### config.mk
export PLATFORM = sky130hd
export DESIGN_NAME = bp_update_queue_flat
export DESIGN_NICKNAME = d
export VERILOG_FILES = /design/src/rtl/bp_update_queue_pkg.sv /design/src/rtl/bp_update_queue_if.sv /design/src/rtl/bpq_fifo_2w1r.sv /design/src/rtl/bp_update_queue.sv /design/src/flat_wrapper.sv
export SDC_FILE = /design/constraint.sdc
export NUM_CORES = 1
export LEC_CHECK = 0
export ABC_CLOCK_PERIOD_IN_PS = 15600
export BUFFER_PORTS_ARGS = -buffer_cell sky130_fd_sc_hd__buf_2
export CORE_AREA = 5 5 110 215
export CTS_CLUSTER_DIAMETER = 40
export CTS_CLUSTER_SIZE = 24
export DETAILED_ROUTE_END_ITERATION = 8
export DIE_AREA = 0 0 115 220
export PLACE_DENSITY = 0.64
export SYNTH_ARGS = -nofsm -noshare
export SYNTH_HDL_FRONTEND = slang
export SYNTH_SLANG_ARGS = --single-unit
export TNS_END_PERCENT = 1
### constraint.sdc
create_clock -name clk -period 15.6 [get_ports clk]
set_input_delay 4.68 -clock clk [delete_from_list [all_inputs] [get_ports clk]]
set_output_delay 4.68 -clock clk [all_outputs]
set_load 0.01 [all_outputs]
### src/rtl/bp_update_queue_pkg.sv
// Shared parameters and entry record for the branch-predictor update queue.
package bp_update_queue_pkg;

  localparam int XLEN        = 32;
  localparam int BPQ_DEPTH   = 4;
  localparam int BPQ_PTR_W   = 2;
  localparam int BPQ_ENTRY_W = XLEN + 2;

  typedef struct packed {
    logic [XLEN-1:0] inst_addr;
    logic            jump;
    logic            correct;
  } bpq_entry_t;

  // Correctness is resolved once, at push, so the drain side only forwards bits.
  function automatic bpq_entry_t make_entry(input logic [XLEN-1:0] addr,
                                            input logic pred,
                                            input logic jump);
    bpq_entry_t e;
    e.inst_addr = addr;
    e.jump      = jump;
    e.correct   = (pred == jump);
    return e;
  endfunction

endpackage

### src/rtl/bp_update_queue_if.sv
// ROB-side commit lanes and predictor-side update bus of the update queue.
interface bp_update_queue_if;
  import bp_update_queue_pkg::*;

  logic            rob_bpq_valid0;
  logic            rob_bpq_valid1;
  logic [XLEN-1:0] rob_bpq_inst_addr0;
  logic [XLEN-1:0] rob_bpq_inst_addr1;
  logic            rob_bpq_pred0;
  logic            rob_bpq_pred1;
  logic            rob_bpq_jump0;
  logic            rob_bpq_jump1;
  logic            bpq_rob_ready;

  logic            rob_bp_enable;
  logic [XLEN-1:0] rob_bp_inst_addr;
  logic            rob_bp_jump;
  logic            rob_bp_correct;

  logic [XLEN-1:0]    bpq_mispred_cnt;
  logic [BPQ_PTR_W:0] bpq_count;

  modport master (
    output rob_bpq_valid0, rob_bpq_valid1, rob_bpq_inst_addr0, rob_bpq_inst_addr1,
           rob_bpq_pred0, rob_bpq_pred1, rob_bpq_jump0, rob_bpq_jump1,
    input  bpq_rob_ready, rob_bp_enable, rob_bp_inst_addr, rob_bp_jump,
           rob_bp_correct, bpq_mispred_cnt, bpq_count
  );

  modport slave (
    input  rob_bpq_valid0, rob_bpq_valid1, rob_bpq_inst_addr0, rob_bpq_inst_addr1,
           rob_bpq_pred0, rob_bpq_pred1, rob_bpq_jump0, rob_bpq_jump1,
    output bpq_rob_ready, rob_bp_enable, rob_bp_inst_addr, rob_bp_jump,
           rob_bp_correct, bpq_mispred_cnt, bpq_count
  );

endinterface

### src/rtl/bpq_fifo_2w1r.sv
// Two-write / one-read circular buffer; pops the head every cycle it is non-empty.
module bpq_fifo_2w1r
  import bp_update_queue_pkg::*;
(
  input  logic               clk,
  input  logic               rst_n,
  input  logic               push0,
  input  logic               push1,
  input  bpq_entry_t         din0,
  input  bpq_entry_t         din1,
  output bpq_entry_t         head,
  output logic               empty,
  output logic [BPQ_PTR_W:0] count
);

  bpq_entry_t         mem [BPQ_DEPTH];
  logic [BPQ_PTR_W:0] wptr;
  logic [BPQ_PTR_W:0] rptr;
  logic [BPQ_PTR_W:0] wptr_next1;
  logic [BPQ_PTR_W:0] push_num;
  logic               pop;

  assign wptr_next1 = wptr + (BPQ_PTR_W+1)'(1);
  assign push_num   = (BPQ_PTR_W+1)'(push0) + (BPQ_PTR_W+1)'(push1);
  assign count      = wptr - rptr;
  assign empty      = (count == '0);
  assign pop        = !empty;
  assign head       = mem[rptr[BPQ_PTR_W-1:0]];

  // Storage is deliberately left unreset; only the pointers define validity.
  always_ff @(posedge clk) begin
    if (push0) mem[wptr[BPQ_PTR_W-1:0]]       <= din0;
    if (push1) mem[wptr_next1[BPQ_PTR_W-1:0]] <= din1;
  end

  always_ff @(posedge clk or negedge rst_n) begin
    if (!rst_n) begin
      wptr <= '0;
      rptr <= '0;
    end else begin
      wptr <= wptr + push_num;
      if (pop) rptr <= rptr + (BPQ_PTR_W+1)'(1);
    end
  end

endmodule

### src/rtl/bp_update_queue.sv
// Serializes up to two committed branches per cycle into one predictor update per cycle.
module bp_update_queue
  import bp_update_queue_pkg::*;
(
  input  logic              clk,
  input  logic              rst_n,
  bp_update_queue_if.slave  bus
);

  bpq_entry_t         entry0;
  bpq_entry_t         entry1;
  bpq_entry_t         head;
  logic               empty;
  logic [BPQ_PTR_W:0] count;
  logic [BPQ_PTR_W:0] free_slots;
  logic               ready;
  logic               push0;
  logic               push1;
  logic [XLEN-1:0]    mispred_cnt;

  assign entry0 = make_entry(bus.rob_bpq_inst_addr0, bus.rob_bpq_pred0, bus.rob_bpq_jump0);
  assign entry1 = make_entry(bus.rob_bpq_inst_addr1, bus.rob_bpq_pred1, bus.rob_bpq_jump1);

  // Ready depends only on the registered occupancy, never on this cycle's valids.
  assign free_slots = (BPQ_PTR_W+1)'(BPQ_DEPTH) - count;
  assign ready      = (free_slots >= (BPQ_PTR_W+1)'(2));

  assign push0 = ready && bus.rob_bpq_valid0;
  assign push1 = ready && bus.rob_bpq_valid0 && bus.rob_bpq_valid1;

  bpq_fifo_2w1r u_fifo (
    .clk   (clk),
    .rst_n (rst_n),
    .push0 (push0),
    .push1 (push1),
    .din0  (entry0),
    .din1  (entry1),
    .head  (head),
    .empty (empty),
    .count (count)
  );

  always_ff @(posedge clk or negedge rst_n) begin
    if (!rst_n) begin
      mispred_cnt <= '0;
    end else if (!empty && !head.correct) begin
      mispred_cnt <= mispred_cnt + XLEN'(1);
    end
  end

  assign bus.bpq_rob_ready    = ready;
  assign bus.rob_bp_enable    = !empty;
  assign bus.rob_bp_inst_addr = head.inst_addr;
  assign bus.rob_bp_jump      = head.jump;
  assign bus.rob_bp_correct   = head.correct;
  assign bus.bpq_mispred_cnt  = mispred_cnt;
  assign bus.bpq_count        = count;

`ifndef SYNTHESIS
  valid1_needs_valid0: assert property (@(posedge clk) disable iff (!rst_n)
    bus.rob_bpq_valid1 |-> bus.rob_bpq_valid0);
  push_needs_ready: assert property (@(posedge clk) disable iff (!rst_n)
    bus.rob_bpq_valid0 |-> ready);
`endif

endmodule

### src/flat_wrapper.sv
// flat-port wrapper written by rule: the top's interface ports become plain ports
module bp_update_queue_flat import bp_update_queue_pkg::*;
  (clk, rst_n, bus_rob_bpq_valid0, bus_rob_bpq_valid1, bus_rob_bpq_inst_addr0, bus_rob_bpq_inst_addr1, bus_rob_bpq_pred0, bus_rob_bpq_pred1, bus_rob_bpq_jump0, bus_rob_bpq_jump1, bus_bpq_rob_ready, bus_rob_bp_enable, bus_rob_bp_inst_addr, bus_rob_bp_jump, bus_rob_bp_correct, bus_bpq_mispred_cnt, bus_bpq_count);
  bp_update_queue_if bus_i ();
  input  logic clk;
  input  logic rst_n;
  input wire logic [$bits(bus_i.rob_bpq_valid0)-1:0] bus_rob_bpq_valid0;
  input wire logic [$bits(bus_i.rob_bpq_valid1)-1:0] bus_rob_bpq_valid1;
  input wire logic [$bits(bus_i.rob_bpq_inst_addr0)-1:0] bus_rob_bpq_inst_addr0;
  input wire logic [$bits(bus_i.rob_bpq_inst_addr1)-1:0] bus_rob_bpq_inst_addr1;
  input wire logic [$bits(bus_i.rob_bpq_pred0)-1:0] bus_rob_bpq_pred0;
  input wire logic [$bits(bus_i.rob_bpq_pred1)-1:0] bus_rob_bpq_pred1;
  input wire logic [$bits(bus_i.rob_bpq_jump0)-1:0] bus_rob_bpq_jump0;
  input wire logic [$bits(bus_i.rob_bpq_jump1)-1:0] bus_rob_bpq_jump1;
  output wire logic [$bits(bus_i.bpq_rob_ready)-1:0] bus_bpq_rob_ready;
  output wire logic [$bits(bus_i.rob_bp_enable)-1:0] bus_rob_bp_enable;
  output wire logic [$bits(bus_i.rob_bp_inst_addr)-1:0] bus_rob_bp_inst_addr;
  output wire logic [$bits(bus_i.rob_bp_jump)-1:0] bus_rob_bp_jump;
  output wire logic [$bits(bus_i.rob_bp_correct)-1:0] bus_rob_bp_correct;
  output wire logic [$bits(bus_i.bpq_mispred_cnt)-1:0] bus_bpq_mispred_cnt;
  output wire logic [$bits(bus_i.bpq_count)-1:0] bus_bpq_count;
  assign bus_i.rob_bpq_valid0 = bus_rob_bpq_valid0;
  assign bus_i.rob_bpq_valid1 = bus_rob_bpq_valid1;
  assign bus_i.rob_bpq_inst_addr0 = bus_rob_bpq_inst_addr0;
  assign bus_i.rob_bpq_inst_addr1 = bus_rob_bpq_inst_addr1;
  assign bus_i.rob_bpq_pred0 = bus_rob_bpq_pred0;
  assign bus_i.rob_bpq_pred1 = bus_rob_bpq_pred1;
  assign bus_i.rob_bpq_jump0 = bus_rob_bpq_jump0;
  assign bus_i.rob_bpq_jump1 = bus_rob_bpq_jump1;
  assign bus_bpq_rob_ready = bus_i.bpq_rob_ready;
  assign bus_rob_bp_enable = bus_i.rob_bp_enable;
  assign bus_rob_bp_inst_addr = bus_i.rob_bp_inst_addr;
  assign bus_rob_bp_jump = bus_i.rob_bp_jump;
  assign bus_rob_bp_correct = bus_i.rob_bp_correct;
  assign bus_bpq_mispred_cnt = bus_i.bpq_mispred_cnt;
  assign bus_bpq_count = bus_i.bpq_count;
  bp_update_queue u_core (.clk(clk), .rst_n(rst_n), .bus(bus_i));
endmodule
# Yosys cells after proc, flatten, opt, wreduce, memory -nomap -nowiden
# Memories as Yosys holds them, arrays and structs flattened.
# Cells that the tools add are included.
totals:
  inputBits: 72
  regBits: 38
  mem_count: 1
  ram_bits: 136
memory_table:
  columns: ["name", "words", "word_bits", "rd", "rd_clocked_by_memory_dff", "write_ports", "line", "rtl"]
  rows:
  - ["u_core.u_fifo.mem", 4, 34, 1, 0, 2, "bpq_fifo_2w1r.sv:16", "bpq_entry_t mem [BPQ_DEPTH];"]
classes:
  order_cmp: 1
  addsub: 7
  muxes: 4
  reduce_logical: 6
  eq_ne: 2
ops:
  columns: ["cell", "n"]
  rows:
  - ["$add A32 B1 Y32 const B", 1]
  - ["$mux W1", 4]
  - ["$add A3 B1 Y3 const B", 1]
  - ["$add A3 B2 Y3", 1]
  - ["$ge A3 B2 Y1 const B", 1]
  - ["$logic_and A1 B1 Y1", 3]
  - ["$logic_not A3 Y1", 1]
  - ["$sub A3 B3 Y3", 1]
  - ["$sub A3 B3 Y3 const A", 1]
  - ["$add A1 B1 Y2", 1]
  - ["$add A2 B1 Y2 const B", 1]
  - ["$eq A1 B1 Y1", 2]
  - ["$logic_not A1 Y1", 2]

# Depth between registers and ports, before layout
# Gate-level depths: netlist (run 1).
depth:
  word_depth: 7
  mapped_depth: 13
  mapped_depth_nobuf: 13

# By module
# A second synthesis (run 1) with hierarchy kept.
unflattened:
  hier_cells: 501
  area_unflattened_um2: 8541.9
by_module_without_submodules:
  columns: ["mod", "area_each_um2", "n_inst", "cells_per_inst", "seq_area_each_um2"]
  rows:
  - ["bpq_fifo_2w1r", 6966.7, 1, 369, 4234.1]
  - ["bp_update_queue", 1575.3, 1, 132, 800.8]

# Least setup slack after synthesis (run 1)
# Ideal clock, no wire load.
synth_path:
  kind: "input-to-reg"
  from: "input port bus_rob_bpq_valid0"
  to: "memory u_core.u_fifo.mem[0][0] (netlist bit) (enable)"
  stages: 2
  t_arrival_ps: 7363
  slack_ps: 7761
  required_ps: 15123
  cell_sequence: "nand2_1 o31ai_1"
synth_rtl:
  columns: ["item", "line", "rtl"]
  rows:
  - ["start, declared", "flat_wrapper.sv:7", "input wire logic [$bits(bus_i.rob_bpq_valid0)-1:0] bus_rob_bpq_valid0;"]
  - ["end, declared", "bpq_fifo_2w1r.sv:16", null]

# Final worst setup path (run 1)
layout_path:
  from: "register u_core.u_fifo.rptr[1]"
  to: "output port bus_rob_bp_enable"
layout_via:
  elab_chain_len: 3
layout_rtl:
  columns: ["item", "line", "rtl"]
  rows:
  - ["start, declared", "bpq_fifo_2w1r.sv:18", "logic [BPQ_PTR_W:0] rptr;"]
  - ["start signal, assigned", "bpq_fifo_2w1r.sv:42", "if (pop) rptr <= rptr + (BPQ_PTR_W+1)'(1);"]
  - ["$sub A3 B3 Y3", "bpq_fifo_2w1r.sv:25", "assign count = wptr - rptr;"]
  - ["$logic_not A3 Y1", "bpq_fifo_2w1r.sv:26", "assign empty = (count == '0);"]
  - ["$logic_not A1 Y1", "bp_update_queue.sv:52", "assign bus.rob_bp_enable = !empty;"]
  - ["end, declared", "flat_wrapper.sv:16", "output wire logic [$bits(bus_i.rob_bp_enable)-1:0] bus_rob_bp_enable;"]
# Every way passes these cells.

==> out/results.tsv, run 1 <==
stage	metric	value	unit
run_status	run status	completed	
clocking	TritonCTS clock tree	done	
timing	transition at the pin with the smallest max-transition slack	1.26	ns
yosys	multiplexer share of the synthesized area	27.3	%
yosys	synth cell count leaders	136 x sky130_fd_sc_hd__edfxtp_1, 135 x sky130_fd_sc_hd__mux2_2, 38 x sky130_fd_sc_hd__dfrtp_1	
yosys	Area contributors post-synth	sky130_fd_sc_hd__edfxtp_1 48%, sky130_fd_sc_hd__mux2_2 18%, sky130_fd_sc_hd__dfrtp_1 11%	
worst_setup_path	CP Launch Type	flop	
drt	drt first-iter violations	283	
placed_design	quantity of I/O buffers inserted on ports	142	
floorplanning	Horiz. Die Dim	115	µm
yosys	fraction of the mapped netlist area in adder cells	1.50	%
timing	Finish-stage setup viols	0	
grt	pin count of the biggest net entering global routing	44	
yosys	FFs w/ async S/R, synth	21.8	%
clocking	number of cells upsized or downsized after cts	0	
clocking	post-CTS setup buffer count	0	
clocking	total clock sinks	174	
timing	unrepaired setup endpoints after global routing	false	
timing	worst rel slew slack	16.0	%
yosys	simple-gate share of the synthesized area	4.97	%
yosys	flip-flop and latch count after synthesis	174	
floorplanning	number of primary I/O pins	143	
yosys	dominant cell type by area after synthesis	sky130_fd_sc_hd__edfxtp_1	
grt	via count of the first global-routing pass	5744	
yosys	count leader, synth	sky130_fd_sc_hd__edfxtp_1	
yosys	combinational family with the most area after synthesis	multiplexers	
worst_setup_path	endpoint type of the worst setup path	output port	
drt	total via count in the routed design	5162	
grt	global-route wire length before repair	31.8	mm
timing	final hold violation count	0	
drt	first drt pass iteration count	5	
drt	DRT Wirelength	20.6	mm
clocking	clock transition time at the flip-flop clock pins of the worst setup and hold paths	0.06	ns
drt	DR WL/cell	21.7	µm
final_layout	fill cell instance count of the final layout	1971	
grt	antenna violations before repair	0	
floorplanning	die area	25300	µm²
worst_setup_path	critical path, cell by cell	fa_1 > ha_1 > ha_1 > inv_1 > buf_2	
floorplanning	Initial Utilization	38.7	%
final_layout	NumNets Final	744	
yosys	sequential-to-total area share from yosys stat	59.2	%
worst_setup_path	slowest cell delay on critical path	1.12	ns
floorplanning	Die Span Y	220	µm
yosys	Synthesized Nets	600	
placed_design	HPWL reported at the end of detailed placement	13.6	mm
yosys	average cell area after synthesis	16.4	µm²
worst_setup_path	Crit Path Category	reg2out	
worst_setup_path	gate family responsible for the most delay along the worst path	flip-flops	
flow_run	MaxCap Viol Count	0	
grt	total track usage	16.9	%
grt	GR Overflow Total	0	
floorplanning	site row count	77	
pwr	leakage power	3.96	nW
min_path	path class of the lowest-slack min-delay path	reg2reg	
worst_setup_path	Data required, critical path	10.92	ns
pwr	power density over the cells	205	nW/µm²
yosys	xor/xnor share of the synthesized area	4.00	%
yosys	number of distinct standard cells referenced by the synthesized netlist	39	
drt	post-route DRC violation count	0	
clocking	Skew-Pair Late Insertion Delay	0.43	ns
timing	minimum clock period	7.64	ns
yosys	cells after synthesis	519	
timing	max-slew violation count	0	
timing	post-route setup TNS	0	ns
drt	via density per instance	5.43	
yosys	Post-Synthesis Cell Area	8500	µm²
clocking	total clock buffers created by CTS	17	
floorplanning	area of the core	22000	µm²
drt	post-route ant nets	0	
worst_setup_path	library cell contributing the largest single delay on the critical path	sky130_fd_sc_hd__dfrtp_2	
worst_setup_path	crit path max fanout	39	
final_layout	antenna diode instance count	0	
yosys	number of warnings issued by yosys	0	
clocking	CTS Hold Bufs	0	
yosys	most used flip-flop cell after synthesis	sky130_fd_sc_hd__edfxtp_1	
pwr	worst voltage drop across the vdd grid	0.000148	V
worst_setup_path	worst path bufs/invs	2	
placed_design	routability-driven placement congestion ratio	0.830	
clocking	maximum clock insertion buffer count	2	
final_layout	layout cell share with drive strength beyond 1	53.0	%
yosys	number of enable-type register cells in the synthesized netlist	136	
worst_setup_path	endpoint arrival time on the critical path	2.96	ns
timing	part of the cycle the worst path needs	49.0	%
yosys	post-synth top area share	48.0	%
timing	maximum achievable frequency	0.131	GHz
final_layout	final core occ	45.9	%
worst_setup_path	cell type with the highest occurrence count on the critical path	sky130_fd_sc_hd__ha_1	
yosys	area fraction in compound gates after synthesis	0.780	%
clocking	root buffer cell	sky130_fd_sc_hd__clkbuf_16	
final_layout	Layout Area Growth over Synthesis	18.6	%
clocking	number of H-tree levels	4	
timing	Post-Route Skew	0.00868	ns
sequential cells by signal, summed over array words and instances (netlist names):
signal,count
u_core.u_fifo.rptr,3
u_core.u_fifo.mem,136
u_core.u_fifo.wptr,3
u_core.bus.bpq_mispred_cnt,32
logic make-up (layout without fill, tap and decap cells):
family / after synthesis / count (layout)
buffers and inverters: 40 / 196
flip-flops: 174 / 174
AND/OR/NAND/NOR: 75 / 75
AO/OA/AOI/OAI: 9 / 9
XOR/XNOR: 38 / 38
multiplexers: 174 / 174
adder cells (fa/ha/maj): 9 / 9
worst paths after layout:
check,startpoint,endpoint,cells after the start,slack (ns)
setup / recovery,u_core.u_fifo.rptr[1],bus_rob_bp_enable,5,7.96
hold / removal,u_core.bus.bpq_mispred_cnt[31],u_core.bus.bpq_mispred_cnt[31],1,0.49
setup reg to reg,u_core.u_fifo.rptr[1],u_core.u_fifo.mem[0][2],9,10.82
hold reg to reg,u_core.bus.bpq_mispred_cnt[31],u_core.bus.bpq_mispred_cnt[31],1,0.49
max in group asynchronous,rst_n,u_core.u_fifo.rptr[0],1,10.62
min in group asynchronous,rst_n,u_core.bus.bpq_mispred_cnt[27],1,4.37
per-layer routing:
| metal | vias up | share of wire (%) | global-route usage, % | routed length (µm) |
|---|---|---|---|---|
| met3 | 29 | 4.2 | 3.46 | 858 |
| met1 | 2674 | 37 | 17.9 | 7560 |
| met4 | 0 | 2.3 | 7.29 | 484 |
| li1 | 2320 | - | - | - |
| met2 | 139 | 57 | 31.5 | 11700 |
| met5 | - | 0 | 0 | 0 |
cells in the final DEF (no fill, tap or decap), drive strengths merged:
cell,count
buf,152
edfxtp,136
mux2,135
dfrtp,38
mux4,33
xor2,22
clkbuf,18
nand2,16
xnor2,16
inv,13
nor3,12
nor4,10
clkinv,10
nand3,8
nor2,7
ha,7
mux2i,6
nand4,6
and3,6
o31ai,4
or4,2
and4,2
fa,2
clkinvlp,2
and2,1
a21oi,1
and3b,1
a32oi,1
nor4bb,1
and4b,1
a22oi,1
a22o,1
nand2b,1
or2,1
a31oi,1
bufinv,1
report_power, final:
group	internal [mW]	leakage [nW]	switching (mW)
combinational	0.365	1.94	0.484
sequential	0.746	1.76	0.0850
clock	0.216	0.258	0.173
layout make-up:
cell class / count / area [µm²] / area share [%]
inverter: 13 / 48.8 / 0.484
multi-input combinational: 305 / 3340 / 33.1
sequential: 174 / 5040 / 50.0
tap: 276 / 345 / 3.43
clock inverter: 13 / 100 / 0.993
timing repair buffer: 152 / 786 / 7.79
clock buffer: 18 / 429 / 4.26
through the flow:
step                      hold slack, ns  cell area [µm²]  power [mW]  std cells  setup slack, ns
final                              0.488            10100        2.07        951             7.96
after global routing               0.506            10100        2.18        951             7.81
after CTS                          0.494            10100        2.11        951             7.89
after detailed placement           0.481             9550        1.71        920             8.26
after global placement             0.457             9550        1.68        920             8.39
after floorplan                    0.461             8500        1.37        519             7.76
No activity file was read; power rests on OpenSTA's default activity.
==> run 2, diff against run 1 <==
--- a/config.mk
+++ b/config.mk
@@ -5,14 +5,14 @@
 export SDC_FILE = /design/constraint.sdc
 export NUM_CORES = 1
 export LEC_CHECK = 0
-export ABC_CLOCK_PERIOD_IN_PS = 15600
+export ABC_CLOCK_PERIOD_IN_PS = 7000
 export BUFFER_PORTS_ARGS = -buffer_cell sky130_fd_sc_hd__buf_2
 export CORE_AREA = 5 5 110 215
 export CTS_CLUSTER_DIAMETER = 40
 export CTS_CLUSTER_SIZE = 24
 export DETAILED_ROUTE_END_ITERATION = 8
 export DIE_AREA = 0 0 115 220
-export PLACE_DENSITY = 0.64
+export PLACE_DENSITY = 0.66
 export SYNTH_ARGS = -nofsm -noshare
 export SYNTH_HDL_FRONTEND = slang
 export SYNTH_SLANG_ARGS = --single-unit
==> constraint.sdc (replaced) <==
create_clock -name clk -period 7 [get_ports clk]
set_input_delay 2.1 -clock clk [delete_from_list [all_inputs] [get_ports clk]]
set_output_delay 2.1 -clock clk [all_outputs]
set_load 0.01 [all_outputs]
==> run 2 against run 1 <==
  * Global-route usage up 0.32 points
  * Clock-buffer cell count down 1
  * Cell count up 0.32%
  * Critical path depth up 3
  * Via count down 0.29%
  * Non-clock buffer count up 1
  * Sequential share of layout area down 0.44 points
==> out/results.tsv, run 2 (synthesis results as in run 1) <==
stage	metric	value	unit	change
clocking	TritonCTS clock tree	done		
worst_setup_path	start of the worst register-to-register path	u_core.u_fifo.rptr[1]		
final_layout	layout cell share with drive strength beyond 1	53.6	%	+0.58 points
min_path	path class of the lowest-slack min-delay path	reg2reg		
drt	total via count in the routed design	5147		-0.29%
drt	DRT Wirelength	20.8	mm	+0.53%
worst_setup_path	CP Launch Type	flop		
clocking	number of H-tree levels	4		unchanged
drt	via density per instance	5.40		-0.60%
clocking	total clock buffers created by CTS	17		unchanged
timing	Finish-stage setup viols	0		unchanged
worst_setup_path	critical path, cell by cell	inv_1 > ha_1 > fa_1 > xnor2_1 > xor2_1 > ha_1 > inv_1 > buf_2		
min_path	worst min-delay path startpoint	u_core.bus.bpq_mispred_cnt[31]		
timing	part of the cycle the worst path needs	72.2	%	
clocking	clock transition time at the flip-flop clock pins of the worst setup and hold paths	0.07	ns	about the same
worst_setup_path	library cell contributing the largest single delay on the critical path	sky130_fd_sc_hd__dfrtp_1		
timing	minimum clock period	5.06	ns	
clocking	post-CTS setup buffer count	0		unchanged
worst_setup_path	gate family responsible for the most delay along the worst path	adder cells		
timing	worst rel slew slack	28.0	%	+12 points
worst_setup_path	worst-case reg-to-reg path depth	9		unchanged
min_path	worst hold path stage count	1		unchanged
timing	maximum achievable frequency	0.198	GHz	
grt	global-route wire length before repair	32.7	mm	+2.7%
worst_setup_path	endpoint type of the worst setup path	output port		
worst_setup_path	Data required, critical path	4.90	ns	-6.02 ns
pwr	worst voltage drop across the vdd grid	0.000312	V	+110%
timing	final worst setup slack	1.94	ns	-6.02 ns
floorplanning	area of the core	22000	µm²	unchanged
grt	total track usage	17.2	%	+0.32 points
grt	antenna violations before repair	1		+1
drt	drt first-iter violations	400		+41%
worst_setup_path	endpoint arrival time on the critical path	2.96	ns	about the same
final_layout	number of flip-flops in the largest register	136		unchanged
floorplanning	Initial Utilization	38.7	%	unchanged
grt	pin count of the biggest net entering global routing	44		unchanged
clocking	maximum clock insertion buffer count	2		unchanged
grt	GR Overflow Total	0		unchanged
worst_setup_path	slack of the worst reg-to-reg path	2.70	ns	-8.12 ns
floorplanning	Horiz. Die Dim	115	µm	unchanged
worst_setup_path	worst path bufs/invs	3		+1
timing	final hold violation count	0		unchanged
clocking	total clock sinks	174		unchanged
drt	post-route ant nets	0		unchanged
placed_design	Post-Place Worst Slack	2.39	ns	-5.88 ns
final_layout	Layout Area Growth over Synthesis	19.6	%	
worst_setup_path	crit path max fanout	8		-79%
drt	post-route DRC violation count	0		unchanged
pwr	power density over the cells	466	nW/µm²	+130%
final_layout	most common cell after layout, fill and taps aside	sky130_fd_sc_hd__buf_2		
flow_run	MaxCap Viol Count	0		unchanged
floorplanning	Die Span Y	220	µm	unchanged
placed_design	routability-driven placement congestion ratio	0.840		+1.3%
timing	post-route setup TNS	0	ns	unchanged
floorplanning	site row count	77		unchanged
placed_design	quantity of I/O buffers inserted on ports	142		unchanged
drt	first drt pass iteration count	4		-1
placed_design	HPWL reported at the end of detailed placement	13.3	mm	-1.8%
worst_setup_path	slowest cell delay on critical path	0.55	ns	-0.57 ns
final_layout	NumNets Final	745		+0.13%
clocking	CTS Hold Bufs	0		unchanged
min_path	Hold Crit Endpoint	u_core.bus.bpq_mispred_cnt[31]		
worst_setup_path	reg-to-reg critical path endpoint	u_core.u_fifo.mem[2][8]		
floorplanning	number of primary I/O pins	143		unchanged
clocking	Skew-Pair Late Insertion Delay	0.43	ns	about the same
final_layout	commonest cells after routing, fill and taps aside	142 x sky130_fd_sc_hd__buf_2, 136 x sky130_fd_sc_hd__edfxtp_1, 135 x sky130_fd_sc_hd__mux2_2		
pwr	leakage power	3.99	nW	+0.92%
run_status	run status	completed		
grt	via count of the first global-routing pass	5876		+2.3%
floorplanning	die area	25300	µm²	unchanged
timing	transition at the pin with the smallest max-transition slack	1.08	ns	-0.179 ns
drt	DR WL/cell	21.8	µm	+0.22%
timing	Post-Route Skew	0.00761	ns	-0.00107 ns
timing	max-slew violation count	0		unchanged
clocking	number of cells upsized or downsized after cts	0		unchanged
worst_setup_path	Crit Path Category	reg2out		
timing	unrepaired setup endpoints after global routing	false		
clocking	root buffer cell	sky130_fd_sc_hd__clkbuf_16		
[run 2: layout make-up]
type	instances	area, µm²
antenna	1	2.50
clock buffer	17	425
clock inverter	15	183
fill	1941	11800
inverter	13	48.8
multi-input combinational	305	3340
sequential	174	5040
tap	276	345
timing repair buffer	153	793
[run 2: how the worst max path moves through the flow]
stage | slack [ns] | startpoint | endpoint | depth (start not counted)
detailed placement | 2.39 | u_core.u_fifo.rptr[1] | bus_rob_bp_enable | 6
finish | 1.94 | u_core.u_fifo.wptr[0] | bus_rob_bp_enable | 8
global placement | 2.45 | u_core.u_fifo.rptr[1] | bus_rob_bp_enable | 5
global route | 1.75 | u_core.u_fifo.wptr[0] | bus_rob_bp_enable | 8
floorplan | 1.74 | bus_rob_bpq_valid0 | u_core.u_fifo.mem[0][0] | 2
CTS | 1.91 | u_core.u_fifo.wptr[0] | bus_rob_bp_enable | 8
[run 2: power by group]
part           switching, mW  internal, mW
clock                  0.419         0.566
sequential             0.186          1.66
combinational           1.09         0.815
[run 2: worst reg2reg max path: cells and delay by family, from the launching register on]
kind	cells	cell delay, ns
simple gates	3	0.65
mux	1	0.42
fa+ha+maj	3	1.07
flops	1	1.08
buf+inv	2	0.83
[run 2: stage by stage]
step	util, %	total power [mW]	cell area [µm²]	hold slack, ns	instances
final	46.3	4.73	10200	0.464	954
after global routing	46.3	5.02	10200	0.476	954
after CTS	46.3	4.83	10200	0.469	953
after detailed placement	43.5	3.83	9560	0.460	921
after global placement	43.5	3.77	9560	0.459	921
after floorplan	-	3.04	8500	0.461	519
[run 2: metal layers]
layer / global-route usage [%] / part of all wire [%] / vias up
met5: 0 / 0 / -
met4: 6.66 / 2.3 / 0
met3: 4.04 / 4.6 / 38
met2: 31.9 / 57 / 141
met1: 18.5 / 37 / 2651
li1: - / - / 2317
